File: src/rtl/conv_study_pkg.sv
// Shared types and dimensions for the single-image conv pipeline (FWFT -> conv -> max_pool -> post).
// Derived frame sizes come from helper functions so that parameterised blocks compute them the same way.
package conv_study_pkg;

   typedef enum logic [1:0] {IDLE, FEED, DRAIN, DONE} sched_state_t;

   function automatic int n_in(input int w, input int h);
      return w * h;
   endfunction

   function automatic int n_conv(input int w, input int h, input int k);
      return (w - k + 1) * (h - k + 1);
   endfunction

   function automatic int n_pool(input int w, input int h, input int k, input int ch, input int p);
      return ch * n_conv(w, h, k) / (p * p);
   endfunction

   localparam int CFG_IMG_W    = 32;
   localparam int CFG_IMG_H    = 32;
   localparam int CFG_KERNEL   = 5;
   localparam int CFG_CHANNELS = 6;
   localparam int CFG_POOL     = 2;
   localparam int CFG_TIMEOUT  = 4096;

   localparam int N_IN   = n_in(CFG_IMG_W, CFG_IMG_H);
   localparam int N_CONV = n_conv(CFG_IMG_W, CFG_IMG_H, CFG_KERNEL);
   localparam int N_POOL = n_pool(CFG_IMG_W, CFG_IMG_H, CFG_KERNEL, CFG_CHANNELS, CFG_POOL);

endpackage

File: src/rtl/raster_counter.sv
// Column/row raster position counter; advances one step per en, wraps col at W-1.
// Saturates on the final position so the last coordinate stays visible after the frame.
module raster_counter #(
   parameter int W = 32,
   parameter int H = 32
) (
   input  logic                 clk,
   input  logic                 rst,
   input  logic                 en,
   input  logic                 clr,
   output logic [$clog2(H)-1:0] row,
   output logic [$clog2(W)-1:0] col,
   output logic                 last
);

   localparam int RW = $clog2(H);
   localparam int CW = $clog2(W);
   localparam logic [RW-1:0] ROW_MAX = RW'(H - 1);
   localparam logic [CW-1:0] COL_MAX = CW'(W - 1);

   logic [RW-1:0] row_q, row_d;
   logic [CW-1:0] col_q, col_d;

   assign last = (row_q == ROW_MAX) & (col_q == COL_MAX);
   assign row  = row_q;
   assign col  = col_q;

   always_comb begin
      row_d = row_q;
      col_d = col_q;
      if (clr) begin
         row_d = '0;
         col_d = '0;
      end else if (en & ~last) begin
         if (col_q == COL_MAX) begin
            col_d = '0;
            row_d = row_q + RW'(1);
         end else begin
            col_d = col_q + CW'(1);
         end
      end
   end

   always_ff @(posedge clk) begin
      if (rst) begin
         row_q <= '0;
         col_q <= '0;
      end else begin
         row_q <= row_d;
         col_q <= col_d;
      end
   end

endmodule

File: src/rtl/conv_frame_sched.sv
// Frame sequencer: gates exactly one image of FWFT->conv transfers (combinational, 1 px/cycle, stalls on
// either side low), then counts conv/pool outputs until drained or the watchdog fires; no data path.
module conv_frame_sched
   import conv_study_pkg::*;
#(
   parameter int IMG_W        = CFG_IMG_W,
   parameter int IMG_H        = CFG_IMG_H,
   parameter int KERNEL       = CFG_KERNEL,
   parameter int NUM_CHANNELS = CFG_CHANNELS,
   parameter int POOL         = CFG_POOL,
   parameter int TIMEOUT      = CFG_TIMEOUT
) (
   input  logic                     clk,
   input  logic                     rst,
   input  logic                     i_start,
   input  logic                     i_fifo_valid,
   output logic                     o_fifo_rd_en,
   input  logic                     i_conv_ready,
   output logic                     o_conv_valid,
   input  logic                     i_conv_out_valid,
   input  logic                     i_pool_valid,
   output logic                     o_busy,
   output logic                     o_frame_done,
   output logic [$clog2(IMG_H)-1:0] o_row,
   output logic [$clog2(IMG_W)-1:0] o_col,
   output logic                     o_err_overrun,
   output logic                     o_err_timeout
);

   localparam int FR_IN   = n_in(IMG_W, IMG_H);
   localparam int FR_CONV = n_conv(IMG_W, IMG_H, KERNEL);
   localparam int FR_POOL = n_pool(IMG_W, IMG_H, KERNEL, NUM_CHANNELS, POOL);
   localparam int IN_W    = $clog2(FR_IN + 1);
   localparam int CONV_W  = $clog2(FR_CONV + 1);
   localparam int POOL_W  = $clog2(FR_POOL + 1);
   localparam int WD_W    = $clog2(TIMEOUT);

   sched_state_t      state_q, state_d;
   logic [IN_W-1:0]   in_cnt_q, in_cnt_d;
   logic [CONV_W-1:0] conv_cnt_q, conv_cnt_d;
   logic [POOL_W-1:0] pool_cnt_q, pool_cnt_d;
   logic [WD_W-1:0]   wd_q, wd_d;
   logic              ovr_q, ovr_d, to_q, to_d;
   logic              xfer, pix_last, frame_start, counting, conv_take, pool_take;

   assign xfer        = (state_q == FEED) & i_fifo_valid & i_conv_ready & ~rst;
   assign frame_start = (state_q == IDLE) & i_start;
   assign counting    = (state_q == FEED) | (state_q == DRAIN);
   // Anything not taken here is an overrun: outside a frame, or beyond the expected count.
   assign conv_take   = counting & i_conv_out_valid & (conv_cnt_q != CONV_W'(FR_CONV));
   assign pool_take   = counting & i_pool_valid & (pool_cnt_q != POOL_W'(FR_POOL));

   assign o_fifo_rd_en  = xfer;
   assign o_conv_valid  = xfer;
   assign o_busy        = (state_q != IDLE);
   assign o_frame_done  = (state_q == DONE);
   assign o_err_overrun = ovr_q;
   assign o_err_timeout = to_q;

   raster_counter #(.W(IMG_W), .H(IMG_H)) u_raster (
      .clk  (clk),
      .rst  (rst),
      .en   (xfer),
      .clr  (frame_start),
      .row  (o_row),
      .col  (o_col),
      .last (pix_last)
   );

   always_comb begin
      state_d    = state_q;
      in_cnt_d   = in_cnt_q;
      conv_cnt_d = conv_take ? conv_cnt_q + CONV_W'(1) : conv_cnt_q;
      pool_cnt_d = pool_take ? pool_cnt_q + POOL_W'(1) : pool_cnt_q;
      wd_d       = wd_q;
      ovr_d      = ovr_q | (i_conv_out_valid & ~conv_take) | (i_pool_valid & ~pool_take);
      to_d       = to_q;
      case (state_q)
         IDLE: begin
            if (i_start) begin
               state_d    = FEED;
               in_cnt_d   = '0;
               conv_cnt_d = '0;
               pool_cnt_d = '0;
               wd_d       = '0;
               ovr_d      = 1'b0;
               to_d       = 1'b0;
            end
         end
         FEED: begin
            wd_d = '0;
            if (xfer) begin
               in_cnt_d = in_cnt_q + IN_W'(1);
               if (pix_last & (in_cnt_q == IN_W'(FR_IN - 1))) state_d = DRAIN;
            end
         end
         DRAIN: begin
            // A pool output in the expiry cycle wins over the watchdog.
            if (pool_cnt_d == POOL_W'(FR_POOL)) begin
               state_d = DONE;
            end else if (pool_take) begin
               wd_d = '0;
            end else begin
               wd_d = wd_q + WD_W'(1);
               if (wd_q == WD_W'(TIMEOUT - 2)) begin
                  to_d    = 1'b1;
                  state_d = DONE;
               end
            end
         end
         DONE: state_d = IDLE;
         default: state_d = IDLE;
      endcase
   end

   always_ff @(posedge clk) begin
      if (rst) begin
         state_q    <= IDLE;
         in_cnt_q   <= '0;
         conv_cnt_q <= '0;
         pool_cnt_q <= '0;
         wd_q       <= '0;
         ovr_q      <= 1'b0;
         to_q       <= 1'b0;
      end else begin
         state_q    <= state_d;
         in_cnt_q   <= in_cnt_d;
         conv_cnt_q <= conv_cnt_d;
         pool_cnt_q <= pool_cnt_d;
         wd_q       <= wd_d;
         ovr_q      <= ovr_d;
         to_q       <= to_d;
      end
   end

endmodule

File: config.mk
export PLATFORM = sky130hd
export DESIGN_NAME = conv_frame_sched
export DESIGN_NICKNAME = d
export VERILOG_FILES = /design/src/rtl/conv_study_pkg.sv /design/src/rtl/raster_counter.sv /design/src/rtl/conv_frame_sched.sv
export SDC_FILE = /design/constraint.sdc
export NUM_CORES = 1
export LEC_CHECK = 0
export CAP_MARGIN = 10
export CORE_AREA = 2 2 78 80
export CTS_BUF_LIST = sky130_fd_sc_hd__clkbuf_8
export CTS_CLUSTER_DIAMETER = 200
export DETAILED_ROUTE_END_ITERATION = 10
export DIE_AREA = 0 0 80 82
export PLACE_DENSITY = 0.81
export SETUP_SLACK_MARGIN = 0.5
export SLEW_MARGIN = 5
export SYNTH_ARGS = -nofsm -noshare
export SYNTH_HDL_FRONTEND = slang
export SYNTH_SLANG_ARGS = --single-unit
File: constraint.sdc
create_clock -name clk -period 5.5 [get_ports clk]
set_clock_uncertainty 0.2 [all_clocks]
set_input_delay 0.55 -clock clk [delete_from_list [all_inputs] [get_ports clk]]
set_output_delay 0.55 -clock clk [all_outputs]
set_load 0.02 [all_outputs]
; After elaboration in Yosys (flattened, before gate mapping)
; Index checks and enable logic that the tools add are counted.
[totals]
inputBits = 7
elab_cells = 92
ff_bits = 58
out_inout_bits = 16
[classes]
add_sub_neg = 6
bitwise = 20
eq_ne = 18
n_mux = 28
reduce_logical = 11
[op_table]
columns = operator, count
row1 = 11-bit two-way mux, 5
row2 = 12-bit two-way mux, 3
row3 = 12-bit case mux with 3 select lines, 1
row4 = 10-bit two-way mux, 3
row5 = "11-bit by 1-bit adder with 11-bit output, second input constant", 2
row6 = 11-bit case mux with 2 select lines, 1
row7 = 1-bit AND, 13
row8 = "12-bit by 1-bit adder with 12-bit output, second input constant", 1
row9 = "12-bit == test, second input constant", 1
row10 = 2-bit two-way mux, 6
row11 = "11-bit by 10-bit == test with 1-bit output, second input constant", 1
row12 = "11-bit == test, second input constant", 1
row13 = "11-bit inequality test, second input constant", 1
row14 = "10-bit by 1-bit adder with 10-bit output, second input constant", 1
row15 = "5-bit by 1-bit adder with 5-bit output, second input constant", 2
row16 = "5-bit == test, second input constant", 2
row17 = "10-bit inequality test, second input constant", 1
row18 = 5-bit AND reduction, 2
row19 = 2-bit case mux with 4 select lines, 1
row20 = 1-bit two-way mux, 6
row21 = "2-bit by 1-bit inequality test with 1-bit output, second input constant", 3
row22 = "2-bit inequality test, second input constant", 3
row23 = 3-bit AND reduction, 2
row24 = 2-bit nonzero test, 3
row25 = 12 further kinds, 18

; Depth between registers and ports, before layout
; Gate-level depths: netlist of the first run.
[depth]
word_depth = 10
ltp_mapped = 11
mapped_depth_nobuf = 10

; By module
; Synthesis of the first run repeated with hierarchy kept, for this count alone.
[unflattened]
hier_cells = 375
area_unflattened_um2 = 3148.0
[by_module_without_submodules]
columns = mod, n_inst, area_per_inst_um2, cells_per_inst
row1 = conv_frame_sched, 1, 2651.3, 324
row2 = raster_counter, 1, 496.7, 51

; Worst setup path before layout of the first run
; Ideal clock, no wire load.
[synth_timing]
path_kind = register -> register
from = register state_q[1]
to = register wd_q[11]
setup_slack_ns = 2.726
synth_period_minus_slack_ns = 2.774
setup_ns = 0.069
path_stages_with_launch = 11
arrival_time_ns = 2.505
required_time_ns = 5.231
path_cell_list = dfxtp_1 inv_1 ha_1 nand2_2 or3_1 buf_6 and3_1 o2111a_2 a21o_4 or4_1 o21ai_1
[synth_between]
elab_chain_cells = 8
[synth_lines]
columns = element, line_no
row1 = start: declaration, conv_frame_sched.sv:38  ; sched_state_t state_q, state_d;
row2 = start signal: assignment, conv_frame_sched.sv:126  ; state_q <= state_d;
row3 = 2-bit by 1-bit == test with 1-bit output or 2-bit == test (tied branches), "conv_frame_sched.sv:48, conv_frame_sched.sv:78"
row4 = 1-bit bitwise OR, conv_frame_sched.sv:48  ; assign counting = (state_q == FEED) | (state_q == DRAIN);
row5 = 1-bit AND (2 in series), conv_frame_sched.sv:51  ; assign pool_take = counting & i_pool_valid & (pool_cnt_q != POOL_W'(FR_POOL));
row6 = 11-bit two-way mux, conv_frame_sched.sv:74  ; pool_cnt_d = pool_take ? pool_cnt_q + POOL_W'(1) : pool_cnt_q;
row7 = 11-bit == test, conv_frame_sched.sv:99  ; if (pool_cnt_d == POOL_W'(FR_POOL)) begin
row8 = 2-bit inequality test (no source line), -
row9 = 3-bit AND reduction (no source line), -
row10 = end signal: assignment, conv_frame_sched.sv:130  ; wd_q <= wd_d;
row11 = end: declaration, conv_frame_sched.sv:42  ; logic [WD_W-1:0] wd_q, wd_d;
; Several ways; a longest one is shown, not always the timed one. The select of a mux whose other input is x is not followed.
; A chain may end at the register's enable or synchronous reset.

; Worst setup path in the final report of the first run
[layout_timing]
from = input rst
to = output o_fifo_rd_en
[layout_between]
elab_chain_cells = 2
[layout_lines]
columns = element, line_no
row1 = start: declaration, conv_frame_sched.sv:14  ; input logic rst,
row2 = 1-bit inverter, conv_frame_sched.sv:46  ; assign xfer = (state_q == FEED) & i_fifo_valid & i_conv_ready & ~rst;
row3 = 1-bit AND, conv_frame_sched.sv:46
row4 = end: declaration, conv_frame_sched.sv:17  ; output logic o_fifo_rd_en,
; No other way between the ends.

==> flow_summary.ini, run 1 <==
[layout]
insertedDiodeCount = 0
stdcell_count = 468
seq_area_mm2 = 0.001161
most-common-layout-cells = 58 x dfxtp_1, 57 x nor2_1, 33 x nand2_1
final_common_cell = dfxtp_1
postLayoutCellArea_mm2 = 0.003477
area_growth_pct = 15.36
layout.nets = 411
fillerInstances = 539
drive_above_1_share_pct = 7.125
multiInputGateArea_mm2 = 0.001727

[clock_tree]
clock_latency_ns = 0.34
postCtsSetupBuffers = 0
cts_resized = 0
cts_root_buf = clkbuf_8
cts_hold_buf = 0
cts.htree.levels = 3
cts_tree = built
clockBufferDepth = 2
numCtsBuffers = 9
cts.sinks = 58
path_clk_slew_ns = 0.06

[sta]
rsz0062_at_grt = false
period_needed_ns = 3.148
worstMarginPinSlew_ns = 1.046
finalHoldViolations = 0
final_max_slew_viol_count = 0
fmax_mhz = 317.7
min_period_over_period_pct = 57.24
slew_headroom_pct = 30.12
setup_violations = 0
fin_tns_setup_ns = 0
fin_ws_ns = 2.352

[grt]
first_global_vias = 2331
grt_pass1_wl_mm = 9.977
grt_max_degree = 33
overflow = 0
grt_use_total_pct = 19.31
antenna_found_initial = 0

[setup_path]
end_kind = output port
path_max_fanout = 9
cp_slowest_cell = clkdlybuf4s50_1
max_stage_delay_ns = 0.64
crit_required_ns = 4.75
cp-start-kind = input pin
crit_chain = clkdlybuf4s50_1, nand4b_1, inv_1, clkdlybuf4s50_1
cp.arrival_ns = 2.40
timing.critical_path.mode_cell = clkdlybuf4s50_1
crit_type = input pin to output port

[routing]
vias_per_cell = 5.333
wl_per_cell_um = 12.42
firstDrtPassIters = 5
drt-initial-drc-count = 92
wl_mm = 5.811
vias = 2496
ant_nets = 0
drc = 0

[logic_synthesis]
ys_seq_area_share_pct = 38.52
synth_area_leaders = dfxtp_1 39%, nor2_1 7.1%, ha_1 6.6%, xor2_1 5.2%, nand2_1 4.1%
avgSynthCellArea_um2 = 8.258
synthCells = 365
synth_flop_cell = dfxtp_1
yosys_register_bits = 58
synth.largest_area_cell = dfxtp_1
synth_fp_nets = 388
synth_cell_type_count = 51
synth-edff-count = 0
synth.yosys.warnings = 0
async_flop_share_pct = 0
synth_top_area_share_pct = 38.52
syn-cell-area_mm2 = 0.003014

[placement]
dpl_cell_area_mm2 = 0.003273
dpl.hpwl_mm = 4.271
place_inst = 452
gp_congestion = 0.8139
numPortBuffers = 22
pre_cts_slack_ns = 2.219

[run]
maxCapViolations = 0

[run_status]
outcome = finished, final reports clean

[pwr]
vdd_ir_drop_max_v = 0.0002086
leakage_nw = 1.264
p_per_area_mw_per_mm2 = 333.1
finalPower_mw = 1.158

[die]
start_util_pct = 52.46
die_h_um = 82
die-area_mm2 = 0.006560
rows = 28
fp.dieW_um = 80
core_area_mm2 = 0.005746
pin_count = 23

[worst_hold_path]
hold_path.class = register to register
routing by layer:
layer / wire length, um / GRT usage (%) / part of all wire (%)
met5: 0 / 0 / 0
met2: 2820 / 31.42 / 49
met3: 162 / 6.484 / 2.8
met1: 2725 / 24.07 / 47
met4: 103 / 6.441 / 1.8
registers in the layout, indices dropped and copies added, names as in the netlist:
register and cells:
conv_cnt_q 10, in_cnt_q 11, o_err_overrun 1, o_err_timeout 1, pool_cnt_q 11, state_q 2, u_raster.col 5, u_raster.row 5
wd_q 12
through the flow:
step,hold slack [ns],util [%]
6_report,0.2919,60.52
5_1_grt,0.3189,60.52
4_1_cts,0.2903,60.52
3_5_place_dp,0.2796,56.97
3_3_place_gp,0.2675,56.97
2_1_floorplan,0.2425,-
cell type report:
cell class                 instances  share of cell area, %
inverter                          19                  2.051
timing repair buffer              22                  6.333
clock inverter                     6                  1.907
multi-input combinational        278                  49.66
clock buffer                      10                  3.958
sequential                        58                  33.39
tap                               75                  2.699
report_power, final:
group	internal [mW]	switching (mW)	total (mW)	leakage [nW]
combinational	0.117	0.187	0.304	0.701
sequential	0.440	0.0187	0.458	0.468
clock	0.221	0.175	0.396	0.0945
cells by family after synthesis:
logic type,synth area share (%)
fa+ha+maj,6.642
xor+xnor,8.136
simple gates,28.52
flops,38.52
compound gates,11.96
mux,2.034
buf+inv,4.192
cell usage after synthesis (all sizes together) (2+ instances only):
cell	n
inv	19
or3	7
buf	9
o211ai	4
o21ai	13
nand4b	2
nor4	2
o31a	2
a21oi	20
nor2	57
dfxtp	58
nand4	10
nor3b	5
a31oi	6
nor3	9
ha	16
and4	2
mux2i	5
a22oi	2
xnor2	10
nand2b	6
nand3	19
and3	10
xor2	18
or4	3
nand2	34
critical path: cells and delay by family:
family / cells / cell delay (ns)
buf+inv: 3 / 1.45
simple gates: 1 / 0.39
path summary, 6_finish.rpt:
path                 startpoint             to  slack, ns  depth (start not counted)
setup / recovery            rst   o_fifo_rd_en       2.35                          4
setup reg to reg     state_q[0]       wd_q[10]       2.42                          9
hold / removal    conv_cnt_q[9]  conv_cnt_q[9]       0.29                          2
hold reg to reg   conv_cnt_q[9]  conv_cnt_q[9]       0.29                          2
No activity file was read; power rests on OpenSTA's default activity.
==> inputs of run 2 (changes only) <==
clock period = 3.3 ns   (was 5.5 ns; I/O delays follow)
==> flow_summary.ini, run 2 (synthesis results as in run 1) <==
[clock_tree]
clock_latency_ns = 0.35
clockBufferDepth = 2
cts_tree = built
path_clk_slew_ns = 0.07
numCtsBuffers = 9
cts.htree.levels = 3
cts.sinks = 58
cts_root_buf = clkbuf_8

[grt]
grt_use_total_pct = 20.61
grt_max_degree = 33
grt_pass1_wl_mm = 10.63
first_global_vias = 2474
antenna_found_initial = 0
overflow = 0

[setup_path]
max_stage_delay_ns = 0.49
r2r_cells = 9
end_kind = register
crit_chain = inv_2, ha_4, nand2_2, or3_4, and3_1, o2111a_2, a21o_4, or4_1, o21ai_1
path_max_fanout = 6
cp_slowest_cell = or4_1
crit_type = register to register
crit_required_ns = 3.38
cp-start-kind = register
cp.arrival_ns = 2.82

[layout]
seq_area_mm2 = 0.001166
most-common-layout-cells = 57 x nor2_1, 56 x dfxtp_1, 33 x nand2_1
largest_reg_flops = 12
fillerInstances = 478
top_regs = wd_q x12, in_cnt_q x11, pool_cnt_q x11
insertedDiodeCount = 0
multiInputGateArea_mm2 = 0.001770
drive_above_1_share_pct = 11.36
largest-register = wd_q
final_common_cell = nor2_1
area_growth_pct = 20.96
layout.nets = 423

[die]
fp.dieW_um = 80
rows = 28
start_util_pct = 52.46
die_h_um = 82
core_area_mm2 = 0.005746
die-area_mm2 = 0.006560
pin_count = 23

[routing]
ant_nets = 0
drt-initial-drc-count = 122
vias = 2706
drc = 0
vias_per_cell = 5.638
firstDrtPassIters = 4
wl_per_cell_um = 13.70
wl_mm = 6.575

[sta]
min_period_over_period_pct = 83.04
fmax_mhz = 364.9
period_needed_ns = 2.740
setup_violations = 0
whs_ns = 0.2812
rsz0062_at_grt = true
final_max_slew_viol_count = 0
fin_tns_setup_ns = 0
worstMarginPinSlew_ns = 0.8483
finalHoldViolations = 0
slew_headroom_pct = 42.85

[pwr]
leakage_nw = 1.341
vdd_ir_drop_max_v = 0.0004030
p_per_area_mw_per_mm2 = 593.3

[placement]
numPortBuffers = 22
gp_congestion = 0.7872
dpl.hpwl_mm = 4.402

[worst_hold_path]
hold_depth = 2
hold_path.class = register to register

[run_status]
outcome = finished, final reports clean

[run]
maxCapViolations = 0
==> run 2: power breakdown <==
part | total (mW) | switching, mW | internal [mW]
combinational | 0.601 | 0.348 | 0.253
clock | 0.791 | 0.291 | 0.499
sequential | 0.772 | 0.0341 | 0.737
==> run 2: final timing paths <==
path	from	end	slack (ns)
worst min-delay path	wd_q[11]	wd_q[11]	0.28
worst max register to register	state_q[1]	wd_q[11]	0.56
worst min register to register	wd_q[11]	wd_q[11]	0.28
worst max-delay path	state_q[1]	wd_q[11]	0.56
==> run 2: critical path: cells and delay by family (launching register included) <==
kind	cells	cell delay, ns
AND/OR/NAND/NOR	4	1.16
AO/OA/AOI/OAI	3	0.62
flip-flops	1	0.36
adder cells (fa/ha/maj)	1	0.29
buffers and inverters	1	0.06
==> run 2: stage by stage <==
| step | setup WS [ns] | instance area (um2) | std cells | utilization, % | power [mW] |
|---|---|---|---|---|---|
| global route | 0.4839 | 3646 | 480 | 63.46 | 2.259 |
| CTS | 0.5087 | 3581 | 472 | 62.33 | 2.129 |
| floorplan | 0.5264 | 3014 | 365 | - | 1.156 |
| finish | 0.5595 | 3646 | 480 | 63.46 | 2.163 |
| detailed placement | 0.1868 | 3303 | 456 | 57.49 | 1.296 |
| global placement | 0.2655 | 3303 | 456 | 57.49 | 1.283 |
==> run 2: cell type report <==
type | count | area share [%]
sequential | 58 | 31.98
tap | 75 | 2.574
inverter | 19 | 1.956
clock buffer | 9 | 3.397
multi-input combinational | 279 | 48.56
clock inverter | 7 | 3.226
timing repair buffer | 33 | 8.305
==> run 2: repair_timing <==
| item | 4_1_cts | 5_1_grt |
|---|---|---|
| setup endpoints to repair | 14 | 6 |
| cloned | 0 | 1 |
| hold buffers | 0 | 0 |
| setup buffers | 0 | 7 |
| pin swaps | 1 | 2 |
| gates resized for setup | 6 | 3 |
==> run 2: routing by layer <==
layer  vias to the layer above  part of all wire [%]  global-route usage (%)
li1                       1345                     -                       -
met1                      1304                    46                   23.69
met2                        48                    49                   35.75
met3                         9                   3.3                   5.275
met4                         0                   1.4                   10.00
met5                         -                     0                       0
==> inputs of run 3 (changes only) <==
clock period = 2.7 ns   (was 3.3 ns; I/O delays follow)
==> flow_summary.ini, run 3 (synthesis results as in run 1) <==
[sta]
final_max_slew_viol_count = 0
rsz0062_at_grt = true
fmax_mhz = 387.7
fin_ws_ns = 0.1210
fin_tns_setup_ns = 0
finalHoldViolations = 0
slew_headroom_pct = 46.76
period_needed_ns = 2.579
min_period_over_period_pct = 95.52
setup_violations = 0
worstMarginPinSlew_ns = 0.7913

[clock_tree]
clock_latency_ns = 0.35
cts.sinks = 58
cts_root_buf = clkbuf_8
cts_tree = built
numCtsBuffers = 9
clockBufferDepth = 2
cts_hold_buf = 0
cts.htree.levels = 3
path_clk_slew_ns = 0.08

[routing]
vias_per_cell = 5.688
firstDrtPassIters = 4
vias = 2884
wl_mm = 7.583
drt-initial-drc-count = 223
ant_nets = 0
wl_per_cell_um = 14.96
drc = 0

[placement]
gp_congestion = 0.8691
pre_cts_slack_ns = -0.04673
numPortBuffers = 22
dpl_cell_area_mm2 = 0.003467
place_inst = 470
dpl.hpwl_mm = 4.565

[layout]
insertedDiodeCount = 0
layout.nets = 450
final_common_cell = dfxtp_1
seq_area_mm2 = 0.001170
multiInputGateArea_mm2 = 0.001941
top_regs = wd_q x12, in_cnt_q x11, pool_cnt_q x11
area_growth_pct = 32.96
largest-register = wd_q
stdcell_count = 507
largest_reg_flops = 12
fillerInstances = 409
postLayoutCellArea_mm2 = 0.004008
most-common-layout-cells = 55 x dfxtp_1, 54 x nor2_1, 33 x buf_4
drive_above_1_share_pct = 23.38

[pwr]
p_per_area_mw_per_mm2 = 716.4
vdd_ir_drop_max_v = 0.0005623
leakage_nw = 1.506
finalPower_mw = 2.871

[setup_path]
r2r-end = state_q[1]
crit_type = register to register
r2r_cells = 11
path_max_fanout = 5
reg2reg_setup_slack_ns = 0.12
reg2reg_from = state_q[1]
end_kind = register
cp.arrival_ns = 2.62
crit_required_ns = 2.74
cp-start-kind = register

[run]
maxCapViolations = 0

[grt]
overflow = 0
first_global_vias = 2694
antenna_found_initial = 0
grt_use_total_pct = 24.23
grt_pass1_wl_mm = 12.30
grt_max_degree = 33

[run_status]
outcome = finished, final reports clean

[worst_hold_path]
hold_path.class = register to register
hold_end = u_raster.col[4]
hold_depth = 2
hold_path.startpoint = u_raster.col[4]

[die]
pin_count = 23
die-area_mm2 = 0.006560
die_h_um = 82
fp.dieW_um = 80
start_util_pct = 52.46
core_area_mm2 = 0.005746
rows = 28
run 3: cell count changes in the layout (fill, tap and decap cells not counted), sizes merged:
| cell | previous run | this run |
|---|---|---|
| buf | 11 | 37 |
| clkbuf | 9 | 11 |
| clkdlybuf4s50 | 22 | 20 |
| clkinv | 1 | 3 |
| clkinvlp | 3 | 1 |
| a21o | 1 | 2 |
| bufinv | 3 | 2 |
| inv | 19 | 20 |
run 3: report_power, final:
group	switching [mW]	leakage (nW)	total (mW)	internal, mW
Sequential	0.0368	0.470	0.939	0.902
Combinational	0.546	0.926	1.01	0.467
Clock	0.393	0.110	0.919	0.527
Total	0.976	1.51	2.87	1.90
run 3: layout make-up:
class	instances	share of cell area [%]
clock buffer	9	3.091
multi-input combinational	280	48.42
tap	75	2.342
sequential	58	29.19
timing repair buffer	59	12.55
clock inverter	7	2.560
inverter	19	1.842
run 3: worst max-delay path by stage:
stage / startpoint / to / slack, ns / depth (start not counted)
6_report: state_q[1] / state_q[1] / 0.12 / 11
2_1_floorplan: state_q[1] / wd_q[11] / 0.15 / 10
4_1_cts: state_q[0] / wd_q[11] / 0.17 / 9
3_5_place_dp: i_pool_valid / wd_q[10] / -0.05 / 8
5_1_grt: state_q[1] / state_q[1] / 0.03 / 11
3_3_place_gp: i_pool_valid / wd_q[10] / 0.02 / 8
run 3: metrics by stage:
step / util, % / hold WS [ns]
finish: 69.75 / 0.2784
global route: 69.75 / 0.3134
CTS: 68.16 / 0.2811
detailed placement: 60.34 / 0.2706
global placement: 60.34 / 0.2641
floorplan: - / 0.2196
run 3: metal layers:
layer  wire length (um)  vias to the layer above  part of all wire (%)  global-route usage (%)
met1               3234                     1383                    43                   28.25
met3                349                       22                   4.6                   8.022
met4                226                        0                   3.0                   10.85
li1                   -                     1398                     -                       -
met5                  0                        -                     0                       0
met2               3771                       81                    50                   40.58
run 3: critical path, stage by stage (launching register included):
cell	delay, ns
dfxtp_2	0.34
inv_2	0.05
ha_4	0.28
nand2_2	0.05
or3_4	0.35
and3_4	0.17
o2111a_2	0.33
buf_6	0.14
buf_6	0.11
a21oi_4	0.16
mux2i_1	0.22
nor2_1	0.07
run 3: what timing repair did:
item | CTS | global route
cloned | 2 | 0
setup buffers | 14 | 5
setup endpoints to repair | 21 | 29
resized for setup | 27 | 18
pin swaps | 12 | 11
